$ cat config.mk
export PLATFORM = sky130hd
export DESIGN_NAME = icache_direct
export DESIGN_NICKNAME = d
export VERILOG_FILES = /design/src/rtl/icache_direct_pkg.sv /design/src/rtl/icache_array.sv /design/src/rtl/icache_direct.sv
export SDC_FILE = /design/constraint.sdc
export NUM_CORES = 2
export LEC_CHECK = 0
export BUFFER_PORTS_ARGS = -buffer_cell sky130_fd_sc_hd__buf_4
export CAP_MARGIN = 15
export CORE_ASPECT_RATIO = 0.75
export CORE_MARGIN = 5
export CORE_UTILIZATION = 45
export DETAILED_ROUTE_END_ITERATION = 6
export PLACE_DENSITY = 0.74
export SLEW_MARGIN = 15
export SYNTH_ARGS = -nofsm -noshare
export SYNTH_HDL_FRONTEND = slang
export SYNTH_SLANG_ARGS = --single-unit
$ cat constraint.sdc
create_clock -name clk -period 4.68 [get_ports clk]
set_clock_uncertainty 0.05 [all_clocks]
set_input_delay 0.468 -clock clk [delete_from_list [all_inputs] [get_ports clk]]
set_output_delay 0.468 -clock clk [all_outputs]
set_load 0.005 [all_outputs]
$ cat src/rtl/icache_direct_pkg.sv
// Shared definitions for the direct-mapped instruction cache.
package icache_direct_pkg;

  typedef enum logic {
    ICACHE_IDLE = 1'b0,
    ICACHE_MISS = 1'b1
  } icache_state_e;

  localparam int DEFAULT_INDEX_BITS = 6;

endpackage

$ cat src/rtl/icache_array.sv
// Valid/tag/data storage for the instruction cache: combinational read, synchronous write.
module icache_array #(
  parameter int INDEX_BITS = 6,
  parameter int TAG_BITS   = 24
) (
  input  logic                  clk,
  input  logic                  rst,
  input  logic [INDEX_BITS-1:0] rd_index,
  output logic                  rd_valid,
  output logic [TAG_BITS-1:0]   rd_tag,
  output logic [31:0]           rd_data,
  input  logic                  wr_en,
  input  logic [INDEX_BITS-1:0] wr_index,
  input  logic [TAG_BITS-1:0]   wr_tag,
  input  logic [31:0]           wr_data
);

  localparam int LINES = 2 ** INDEX_BITS;

  logic [LINES-1:0]    valid_bits;
  logic [TAG_BITS-1:0] tag_mem  [LINES];
  logic [31:0]         data_mem [LINES];

  assign rd_valid = valid_bits[rd_index];
  assign rd_tag   = tag_mem[rd_index];
  assign rd_data  = data_mem[rd_index];

  always_ff @(posedge clk) begin
    if (rst) begin
      valid_bits <= '0;
    end else if (wr_en) begin
      valid_bits[wr_index] <= 1'b1;
    end
  end

  // Tag and data contents are meaningless until the valid bit is set, so they carry no reset.
  always_ff @(posedge clk) begin
    if (wr_en) begin
      tag_mem[wr_index]  <= wr_tag;
      data_mem[wr_index] <= wr_data;
    end
  end

endmodule

$ cat src/rtl/icache_direct.sv
// Direct-mapped, read-only instruction cache: 1-cycle hits, single-word fill on miss.
module icache_direct
  import icache_direct_pkg::*;
#(
  parameter int INDEX_BITS = DEFAULT_INDEX_BITS
) (
  input  logic        clk,
  input  logic        rst,
  input  logic        rdy,
  input  logic        clear,
  input  logic        if_fetch_req,
  input  logic [31:0] if_pc,
  output logic        if_ready,
  output logic        if_inst_valid,
  output logic [31:0] if_inst,
  output logic        fetch_enable,
  output logic [31:0] inst_addr,
  input  logic        i_cache_valid,
  input  logic [31:0] i_cache_data
);

  localparam int TAG_BITS = 30 - INDEX_BITS;

  icache_state_e state, state_n;
  logic          drop, drop_n;
  logic [29:0]   miss_pc, miss_pc_n;
  logic          if_inst_valid_n;
  logic [31:0]   if_inst_n;
  logic          fetch_enable_n;
  logic [31:0]   inst_addr_n;
  logic          fill;

  logic                rd_valid;
  logic [TAG_BITS-1:0] rd_tag;
  logic [31:0]         rd_data;
  logic                hit;
  logic                unused_pc_bits;

  assign unused_pc_bits = ^if_pc[1:0];

  icache_array #(
    .INDEX_BITS (INDEX_BITS),
    .TAG_BITS   (TAG_BITS)
  ) u_array (
    .clk      (clk),
    .rst      (rst),
    .rd_index (if_pc[INDEX_BITS+1:2]),
    .rd_valid (rd_valid),
    .rd_tag   (rd_tag),
    .rd_data  (rd_data),
    .wr_en    (fill && rdy && !rst),
    .wr_index (miss_pc[INDEX_BITS-1:0]),
    .wr_tag   (miss_pc[29:INDEX_BITS]),
    .wr_data  (i_cache_data)
  );

  assign hit      = rd_valid && (rd_tag == if_pc[31:INDEX_BITS+2]);
  assign if_ready = (state == ICACHE_IDLE);

  always_comb begin
    state_n         = state;
    drop_n          = drop;
    miss_pc_n       = miss_pc;
    if_inst_valid_n = 1'b0;
    if_inst_n       = if_inst;
    fetch_enable_n  = fetch_enable;
    inst_addr_n     = inst_addr;
    fill            = 1'b0;
    unique case (state)
      ICACHE_IDLE: begin
        if (if_fetch_req && !clear) begin
          if (hit) begin
            if_inst_valid_n = 1'b1;
            if_inst_n       = rd_data;
          end else begin
            miss_pc_n      = if_pc[31:2];
            fetch_enable_n = 1'b1;
            inst_addr_n    = if_pc;
            drop_n         = 1'b0;
            state_n        = ICACHE_MISS;
          end
        end
      end
      ICACHE_MISS: begin
        if (clear) drop_n = 1'b1;
        // The controller cannot abort, so the line is filled even when delivery is dropped.
        if (i_cache_valid) begin
          fill           = 1'b1;
          fetch_enable_n = 1'b0;
          inst_addr_n    = '0;
          if (!drop && !clear) begin
            if_inst_valid_n = 1'b1;
            if_inst_n       = i_cache_data;
          end
          state_n = ICACHE_IDLE;
        end
      end
      default: state_n = ICACHE_IDLE;
    endcase
  end

  always_ff @(posedge clk) begin
    if (rst) begin
      state         <= ICACHE_IDLE;
      drop          <= 1'b0;
      miss_pc       <= '0;
      if_inst_valid <= 1'b0;
      if_inst       <= '0;
      fetch_enable  <= 1'b0;
      inst_addr     <= '0;
    end else if (rdy) begin
      state         <= state_n;
      drop          <= drop_n;
      miss_pc       <= miss_pc_n;
      if_inst_valid <= if_inst_valid_n;
      if_inst       <= if_inst_n;
      fetch_enable  <= fetch_enable_n;
      inst_addr     <= inst_addr_n;
    end
  end

endmodule

==> flow_summary.ini <==
[die]
core_area_sq_um = 318000
io_pins = 137
core.rowCount = 179
die_y_um = 499
die_area_sq_um = 331000
die_w_um = 663
floorplan.initialDensity_pct = 45.3

[timing]
finalSetupViolCount = 0
tightestPinTransition_ns = 1.24
drv_slew = 0
fmax_ghz = 0.220
min_period_ns = 4.55
fin_ws_ns = 0.135
finalHoldViolCount = 0
grt_setup_unrepaired = false
period_share_pct = 97.1
whs_ns = 0.0369
tns_ns = 0
slew_headroom_pct = 17.5

[logic_synthesis]
synth_area_per_cell_sq_um = 22.4
syn_area_sq_um = 144000
synth_edf_count = 3584
ys_types = 75
syn_inst = 6411
synth-seq-cells = 3746
yosysWarnings = 0
yosysSeqAreaShare_pct = 77.1
synth_top_area_share_pct = 74.9
yosys.area.top_type = edfxtp_1
ys.flop_type = edfxtp_1
syn-num-nets = 6481
synth-async-reset-ratio_pct = 0
netlist_top_cells_area = edfxtp_1 75%, mux4_2 15%, dfxtp_1 2.3%

[pwr]
powerDensity_nw_per_um2 = 408
comb_power_share_pct = 4.6
p_switching_mw = 14.0
leakagePower_nw = 49.8
vdd_ir_drop_max_mv = 0.273
p_total_mw = 66.7
p_seq_share_pct = 55.0
intPower_mw = 52.7
netSwitchingFraction_pct = 21.0
p_clk_share_pct = 40.3

[place]
placed_area_sq_um = 153000
port-buffer-count = 136
place_ws_ns = -0.271
hpwl_um = 231000
place.gp.congestion = 0.924
place_inst = 10800

[clocking]
cts-root-buf = clkbuf_16
clk_pin_slew_worst_paths_ns = 0.07
clk_latency_ns = 0.92
post_cts_buffers = 0
cts_max_level = 5
cts.sinks = 3746
cts_max_path_buffers = 4
cts-buffers-inserted = 337
cts_tree = yes

[layout]
syn2layout_area_growth_pct = 13.9
final_cell_area_sq_um = 164000
layout-drive-gt1-share_pct = 29.1
final_util_pct = 51.5
fill_cells = 24000
multiInputGateArea_sq_um = 31500
finalNonFillerCells = 11500
regArea_sq_um = 111000
nets = 6998

[critical_path]
path_max_fanout = 29
path_buf_inv = 2
endpoint_kind = register
cp-start-kind = register
critPathMostFrequentCell = a21oi_1
crit_family = compound AO/OA/AOI/OAI gates
worstPathCellList = mux4_2 -> and2_1 -> a2111oi_0 -> a31oi_1 -> a21oi_1 -> xor2_1 -> o2111a_1 -> nand4_1 -> o21ai_4 -> buf_12 -> a21oi_1 -> dlygate4sd3_1
crit_start = u_array.tag_mem[63][21]
r2r_setup_slack_ns = 0.13
crit_slowest_cell = a2111oi_0
path_class = register to register
rr_startpoint = u_array.tag_mem[63][21]
r2r_end = state
crit_cells = 12
endpoint = state
critPathArrivalTime_ns = 5.27
cp_data_required_time_ns = 5.40
slowest_delay_ns = 0.74
r2r_cells = 12

[global_route]
grt_max_degree = 133
grt_overflow = 0
track_usage_pct = 25.1
antenna_found_initial = 13
grt_pass1_wl_um = 584000
first_global_vias = 73100

[drt]
ant_nets = 0
drt_pass1_iterations = 7
vias = 75700
drt_iter0_drc = 14100
vias_per_cell = 6.61
totalWireLength_um = 424000
drc = 1
avgRoutedWirePerCell_um = 37.0

[outcome]
status = finished with violations
violations = DRC

[flow_run]
drv_cap = 0

[hold_path]
hold_class = input port to register
[cell usage after synthesis (18+ instances only)]
cell type,n
o22ai_2,29
a21oi_1,31
o21ai_0,19
a211oi_1,70
buf_6,22
clkbuf_1,115
nor2b_1,30
nand3_1,61
dfxtp_1,162
buf_4,41
o22ai_1,19
a22oi_1,90
nand2_1,204
mux4_2,978
buf_2,133
nand4_1,18
mux2i_1,286
nor2_1,209
buf_1,46
edfxtp_1,3584
[cell type report]
type | instances | share of cell area (%)
inverter | 11 | 0.0329
tap | 4253 | 3.25
clock inverter | 157 | 0.769
clock buffer | 451 | 5.63
sequential | 3746 | 67.8
antenna | 9 | 0.0138
multi-input combinational | 2297 | 19.3
timing repair buffer | 535 | 3.27
[flip-flops by register name (all words and copies together) (netlist names), 30 cells and up]
signal,cells
u_array.valid_bits,64
inst_addr,32
miss_pc,30
u_array.tag_mem,1536
if_inst,32
u_array.data_mem,2048
[power groups by stage]
stage          registers [mW]  logic [mW]  clock network (mW)
2_1_floorplan            37.4        1.75                   0
3_3_place_gp             37.4        2.94                   0
3_5_place_dp             37.4        3.00                   0
4_1_cts                  36.7        3.05                27.1
5_1_grt                  36.7        3.22                28.6
6_report                 36.7        3.08                26.9
[metal layers]
metal / share of wire [%] / vias to the layer above / global-route usage, %
li1: - / 28200 / -
met1: 35 / 39500 / 35.4
met2: 43 / 6904 / 36.1
met3: 17 / 1072 / 8.35
met4: 4.9 / 4 / 10.1
met5: 0.016 / - / 0.114
[worst min-delay path by stage]
stage                      startpoint                       end  slack, ns  depth (start not counted)
2_1_floorplan  u_array.valid_bits[12]    u_array.valid_bits[12]       0.38                          2
3_3_place_gp   u_array.valid_bits[31]    u_array.valid_bits[31]       0.39                          1
3_5_place_dp    u_array.valid_bits[5]     u_array.valid_bits[5]       0.40                          2
4_1_cts              i_cache_data[12]  u_array.data_mem[17][12]     0.0009                          1
5_1_grt               i_cache_data[4]   u_array.data_mem[33][4]       0.05                          1
6_report              i_cache_data[5]   u_array.data_mem[40][5]       0.04                          1
[logic make-up after synthesis]
family	synth area share (%)
compound gates	2.03
xor+xnor	0.0975
buf+inv	1.30
flops	77.1
mux	17.4
simple gates	2.02
[what timing repair did]
action	4_1_cts	5_1_grt
hold buffers	37	0
setup endpoints to repair	0	1
endpoints found under the hold margin	166	0
gates resized for setup	0	2
[cells in the final DEF (no fill, tap or decap), drive strengths merged, types with 15 or more instances in the layout]
cell type    synthesis  routed
o21a                17      17
nand4               18      18
clkbuf             115     451
nor3                17      17
nand3               61      61
inv                 11      24
o21ai               21      21
and2                15      15
dfxtp              162     162
a211oi              70      70
nand2              204     204
edfxtp            3584    3584
a221oi              17      17
mux4               978     978
a22oi               90      90
buf                242     498
o22ai               48      48
mux2i              286     286
dlygate4sd3          0      37
nor2b               30      30
a21oi               31      31
clkinv               0     119
bufinv               0      17
nor2               210     210
No activity file was read; power rests on OpenSTA's default activity.
